==> src/rtl/run_ctrl.sv <==
// Run controller: holds the core in reset while idle, runs it on a host req edge,
// bounds run length with a cycle counter, and arbitrates the data-memory port.
module run_ctrl #(
    parameter int            AW      = 8,
    parameter int            DW      = 8,
    parameter int            CW      = 16,
    parameter logic [CW-1:0] MAX_CYC = 16'd60000,
    parameter int            RST_CYC = 2
) (
    input  logic          clk,
    input  logic          reset,
    input  logic          req,
    input  logic          core_done,
    input  logic          core_we,
    input  logic [AW-1:0] core_addr,
    input  logic [DW-1:0] core_wdata,
    input  logic          host_req,
    input  logic          host_we,
    input  logic [AW-1:0] host_addr,
    input  logic [DW-1:0] host_wdata,
    input  logic [DW-1:0] mem_rdata,
    output logic          host_gnt,
    output logic [DW-1:0] host_rdata,
    output logic          mem_we,
    output logic [AW-1:0] mem_addr,
    output logic [DW-1:0] mem_din,
    output logic          core_rst,
    output logic          busy,
    output logic          done,
    output logic          timeout,
    output logic [CW-1:0] cyc_cnt
);
    localparam int            RW       = (RST_CYC > 1) ? $clog2(RST_CYC) : 1;
    localparam logic [RW-1:0] RST_LOAD = RW'(RST_CYC - 1);

    typedef enum logic [2:0] {S_IDLE, S_RST, S_RUN, S_FIN, S_TMO} state_t;

    state_t        state, state_d;
    logic          req_q;
    logic [RW-1:0] rst_cnt, rst_cnt_d;
    logic [CW-1:0] cyc_cnt_d;
    logic          start;

    // req_q resets high so a req already asserted at reset release is not an edge
    assign start = req & ~req_q;

    always_ff @(posedge clk or negedge reset) begin
        if (!reset) begin
            state   <= S_IDLE;
            req_q   <= 1'b1;
            rst_cnt <= '0;
            cyc_cnt <= '0;
        end else begin
            state   <= state_d;
            req_q   <= req;
            rst_cnt <= rst_cnt_d;
            cyc_cnt <= cyc_cnt_d;
        end
    end

    always_comb begin
        state_d   = state;
        rst_cnt_d = rst_cnt;
        cyc_cnt_d = cyc_cnt;
        case (state)
            S_IDLE, S_FIN, S_TMO: begin
                if (start) begin
                    state_d   = S_RST;
                    rst_cnt_d = RST_LOAD;
                    cyc_cnt_d = '0;
                end
            end
            S_RST: begin
                if (rst_cnt == '0) state_d = S_RUN;
                else               rst_cnt_d = rst_cnt - RW'(1);
            end
            S_RUN: begin
                // core_done takes priority over the timeout check
                if (core_done)               state_d = S_FIN;
                else if (cyc_cnt == MAX_CYC) state_d = S_TMO;
                else                         cyc_cnt_d = cyc_cnt + CW'(1);
            end
            default: state_d = S_IDLE;
        endcase
    end

    assign core_rst   = (state != S_RUN);
    assign busy       = (state == S_RST) || (state == S_RUN);
    assign done       = (state == S_FIN);
    assign timeout    = (state == S_TMO);
    assign host_rdata = mem_rdata;

    // RST blocks both masters so nothing writes while the core is being reset
    always_comb begin
        host_gnt = 1'b0;
        mem_we   = 1'b0;
        mem_addr = host_addr;
        mem_din  = host_wdata;
        case (state)
            S_RUN: begin
                mem_we   = core_we;
                mem_addr = core_addr;
                mem_din  = core_wdata;
            end
            S_IDLE, S_FIN, S_TMO: begin
                host_gnt = host_req;
                mem_we   = host_req & host_we;
            end
            default: ;
        endcase
    end
endmodule

==> config.mk <==
export PLATFORM = sky130hd
export DESIGN_NAME = run_ctrl
export DESIGN_NICKNAME = d
export VERILOG_FILES = /design/src/rtl/run_ctrl.sv
export SDC_FILE = /design/constraint.sdc
export NUM_CORES = 1
export LEC_CHECK = 0
export CAP_MARGIN = 15
export CORE_ASPECT_RATIO = 0.75
export CORE_MARGIN = 1.5
export CORE_UTILIZATION = 38
export CTS_BUF_LIST = sky130_fd_sc_hd__clkbuf_16
export DETAILED_ROUTE_END_ITERATION = 10
export HOLD_SLACK_MARGIN = 0.06
export PLACE_DENSITY = 0.81
export SKIP_CTS_REPAIR_TIMING = 1
export SKIP_LAST_GASP = 1
export SYNTH_ARGS = -nofsm -noshare
export SYNTH_HDL_FRONTEND = slang
export SYNTH_SLANG_ARGS = --single-unit
==> constraint.sdc <==
create_clock -name clk -period 2.5 [get_ports clk]
set_clock_uncertainty 0.2 [all_clocks]
set_input_delay 0.375 -clock clk [delete_from_list [all_inputs] [get_ports clk]]
set_output_delay 0.375 -clock clk [all_outputs]
set_load 0.02 [all_outputs]
After elaboration in Yosys (flattened, before gate mapping)
Cells that the tools add are included.
Cells by class
  add/subtract/negate cells: 2
  equal/unequal tests: 11
  multiplexer cells: 16
  bitwise operators: 3
  reductions and logical operators: 8
Operators with widths (number)
  2-to-1 mux 16 bit: 3
  case mux 16 bit (2 select lines): 1
  adder 16 x 1 -> 16 bit (second input constant): 1
  == test 16 bit (second input constant): 1
  2-to-1 mux 8 bit: 2
  2-to-1 mux 3 bit: 4
  case mux 3 bit (3 select lines): 1
  != test 2 bit (second input constant): 4
  == test 3 x 2 -> 1 bit (second input constant): 2
  case mux 1 bit (2 select lines): 2
  AND reduction 4 bit: 1
  nonzero test 2 bit: 2
  == test 3 x 1 -> 1 bit (second input constant): 1
  == test 3 bit (second input constant): 1
  zero test 3 bit: 1
  2-to-1 mux 1 bit: 3
  != test 3 x 2 -> 1 bit (second input constant): 1
  != test 3 bit (second input constant): 1
  AND reduction 3 bit: 1
  OR reduction 3 bit: 1
  AND 1 bit: 2
  AND reduction 2 bit: 1
  logical OR 1 bit: 1
  inverter 1 bit: 1
  subtractor 1 bit (second input constant): 1
Storage, ports and cells
  bits in registers: 21
  input bits: 47
  word-level logic and storage cells: 44

Logic depth before layout (Yosys ltp)
  depth after elaboration: 4
  gate-level depth with buffers: 8
  mapped depth without buffers: 7

Worst setup path after synthesis
No wires, ideal clock.
  kind: register to output
  from: register state[2]
  to: output mem_we
  data arrival time: 1.524 ns
  data required time: 1.925 ns
  setup slack: 0.401 ns
  cell stages (with the launch flop): 6
  cell sequence: dfrtp_1 -> buf_2 -> nor2b_1 -> and2_1 -> o21a_1 -> a22o_1
On the way
  cells in the longest elaborated chain, start to end: 3
  elaborated cells on any way between the ends: 6
  classes of those cells: 3 x eq/ne; 1 x mux; 2 x reduce/logical
Ends and longest elaborated chain
  from (decl): RTL line 38  | state_t state, state_d;
  from (signal assigned): RTL line 54  | state <= state_d;
  == test 3 x 2 -> 1 bit
  named net done: RTL line 29  | output logic done,
  OR reduction 3 bit: RTL line 99  | case (state)
  case mux 1 bit (2 select lines): RTL line 99
  to (decl): RTL line 24  | output logic mem_we,
The timed path passes the listed nets, and every way through them passes these cells.

Final worst setup path
  from: register state[1]
  to: output mem_we
On the way
  cells in the longest elaborated chain, start to end: 3
  elaborated cells on any way between the ends: 6
  classes of those cells: 3 x eq/ne; 1 x mux; 2 x reduce/logical
Ends and longest elaborated chain (RTL line)
  == test 3 x 2 -> 1 bit (tied with other cells): 99
  OR reduction 3 bit: 99
  case mux 1 bit (2 select lines) (*): 99
Mark *: on every way between the ends. The rest lies on a longest branch, timed or not.

==> results_dict.tcl <==
set metrics [dict create \
    synth_top_family_by_area "simple AND/OR/NAND/NOR gates" \
    max-vdd-ir-drop_uv 484 \
    die_x_um 76.7 \
    diodes 0 \
    synth_fa_ha_area_share_pct 1.62 \
    route.detailed.wl_per_inst_um 14.5 \
    synth_area_leaders "dfrtp_1 (32%), nand2_1 (14%), buf_4 (4.9%)" \
    crit_type "flip-flop to primary output" \
    ant_nets 0 \
    arrival_ns 1.99 \
    nFillCells 324 \
    p_leak_nw 1.22 \
    synth_nets 245 \
    synth_enable_flop_cells 0 \
    h-tree-depth 1 \
    tns_ns -0.0649 \
    slew_headroom_pct 66.0 \
    clk_latency_ns 0.25 \
    fin_crit_ns 2.56 \
    fp-row-count 19 \
    gp_congestion 0.856 \
    fin_total_pwr_mw 2.21 \
    cp-start-kind "flip-flop" \
    status "finished, violations left" \
    tightest_slew_ns 0.508 \
    yosys_warnings 0 \
    synthFlopType "dfrtp_1" \
    post-route-cell-area_um2 2460 \
    fin_util_pct 65.0 \
    avgViaCountPerCell 5.13 \
    grt_pass1_wl_um 7420 \
    first_pass_iters 4 \
    crit_required_ns 1.92 \
    fin_nets 317 \
    grtUsageTotal_pct 20.8 \
    p_per_area_nw_per_um2 900 \
    min_path_type "primary input to async pin" \
    instances_no_fill 319 \
    setup_viol 1 \
    hold_viol 0 \
    place_area_um2 2320 \
    antenna_found_initial 0 \
    crit_path_end_kind "primary output" \
    die_area_um2 4470 \
    synth.distinct_cells 48 \
    ys_seq_elements 21 \
    critPathMaxStageDelay_ns 0.53 \
    clock.fmax_mhz 390 \
    seq_area_frac_synth_pct 34.0 \
    hpwl_um 3420 \
    cts_made_buffers 3 \
    drive_gt1_share_pct 9.74 \
    maxCapViolCount 0 \
    io_pins 93 \
    cts_buffer_depth 2 \
    start_util_pct 40.9 \
    grt_pass1_vias 1519 \
    muxShareOfSynthArea_pct 0.647 \
    gr-total-overflow 0 \
    io_buffers 76 \
    drc 0 \
    post-route-period-util_pct 103 \
    cp_max_fo 10 \
    clkTransAtPathRegs_ns 0.06 \
    syn_avg_cell_area_um2 7.90 \
    grt_max_degree 25 \
    core_um2 3780 \
    async_flop_share_pct 100 \
    cts_tree "done" \
    setup_slack_ns -0.0649 \
    root_buffer "clkbuf_16" \
    worstPathCellList "nor2b_2, and2_1, o21a_1, a22o_1, clkdlybuf4s50_1" \
    cpMaxStageDelayCell "clkdlybuf4s50_1" \
    vias 1635 \
    synth.largest_area_cell "dfrtp_1" \
    syn_area_um2 1550 \
    violations "setup timing" \
    fp.dieH_um 58.3 \
    synth_top_area_share_pct 32.3 \
    synth_xor_area_share_pct 0.566 \
    synth-simple-area-share_pct 34.4 \
    area_delta_synth_final_pct 58.7 \
    synthCells 196 \
    dp.cells 314 \
    rsz0062_at_grt "true" \
    synth-compound-area-share_pct 19.2 \
    maxSlewViolCount 0 \
    wl_um 4620 \
    first_iter_violations 80 \
    clock_sinks 21 \
]
## critical path, delay by kind of cell, from the launching register on
| kind | cells | cell delay [ns] |
|---|---|---|
| AOI/OAI and AO/OA | 2 | 0.35 |
| buffers and inverters | 1 | 0.53 |
| DFF | 1 | 0.47 |
| and+or+nand+nor | 2 | 0.39 |
## cells in the mapped netlist, types with 2 or more instances
library cell	count
a21o_1	4
a21oi_1	11
a22o_1	2
and2_1	4
and3_1	2
and4_1	2
and4bb_2	2
buf_2	3
buf_4	10
clkbuf_1	4
dfrtp_1	20
ha_1	2
inv_1	6
inv_2	2
nand2_1	57
nand2b_1	2
nand3_1	6
nand4_1	2
nor2_1	7
nor2b_1	2
nor3_1	4
o21a_1	3
o21ai_1	9
o31ai_1	4
or3_1	3
## placed cells by master, fill, tap and decap left out, types with 6 or more instances in the layout
cell type        count
a21oi_1             11
buf_4                8
clkdlybuf4s50_1     60
dfrtp_1             19
dlymetal6s2s_1      16
inv_1                7
nand2_1             57
nand3_1              6
nor2_1               7
o21ai_1              9
## final timing paths
path / start / end / slack (ns) / depth (start not counted)
worst max-delay path: state[1] / mem_we / -0.06 / 5
worst min register to register: cyc_cnt[3] / cyc_cnt[3] / 0.37 / 1
min in group clk: req / req_q / 0.37 / 1
worst max register to register: cyc_cnt[0] / cyc_cnt[7] / 0.18 / 7
worst min-delay path: reset / cyc_cnt[13] / 0.24 / 1
max in group asynchronous: reset / req_q / 1.24 / 2
## state kept, by name, summed over array words and instances (netlist names)
signal / flops
req_q: 1
cyc_cnt: 16
state: 3
rst_cnt: 1
## cell type report
class | count | area (µm²) | area share (%)
sequential | 21 | 528 | 21.5
timing repair buffer | 85 | 872 | 35.5
inverter | 8 | 35.0 | 1.43
tap | 52 | 65.1 | 2.65
clock buffer | 3 | 75.1 | 3.06
clock inverter | 1 | 3.75 | 0.153
multi-input combinational | 149 | 877 | 35.7
## power by group
group | total, mW | internal [mW] | switching [mW] | leakage [nW]
logic | 1.41 | 0.621 | 0.793 | 0.894
clock network | 0.331 | 0.213 | 0.118 | 0.0423
registers | 0.464 | 0.388 | 0.0768 | 0.281
## metal layers
layer | vias up | part of all wire [%] | global-route usage, %
met1 | 776 | 49 | 29.2
met2 | 38 | 47 | 34.4
li1 | 819 | - | -
met3 | 2 | 4.0 | 3.78
met5 | - | 0 | 0
met4 | 0 | 0.37 | 3.17
## metrics by stage
stage          hold slack (ns)  setup WS [ns]
2_1_floorplan           -0.121          0.401
3_3_place_gp             0.357         0.0343
3_5_place_dp             0.355         0.0931
4_1_cts                  0.255         -0.173
5_1_grt                  0.277         -0.157
6_report                 0.241        -0.0649
## cell families after synthesis
kind of cell,after synthesis
AND/OR/NAND/NOR,101
flip-flops,21
XOR/XNOR,1
multiplexers,1
buffers and inverters,26
AO/OA/AOI/OAI,44
adder cells (fa/ha/maj),2
No activity file was read; power rests on OpenSTA's default activity.
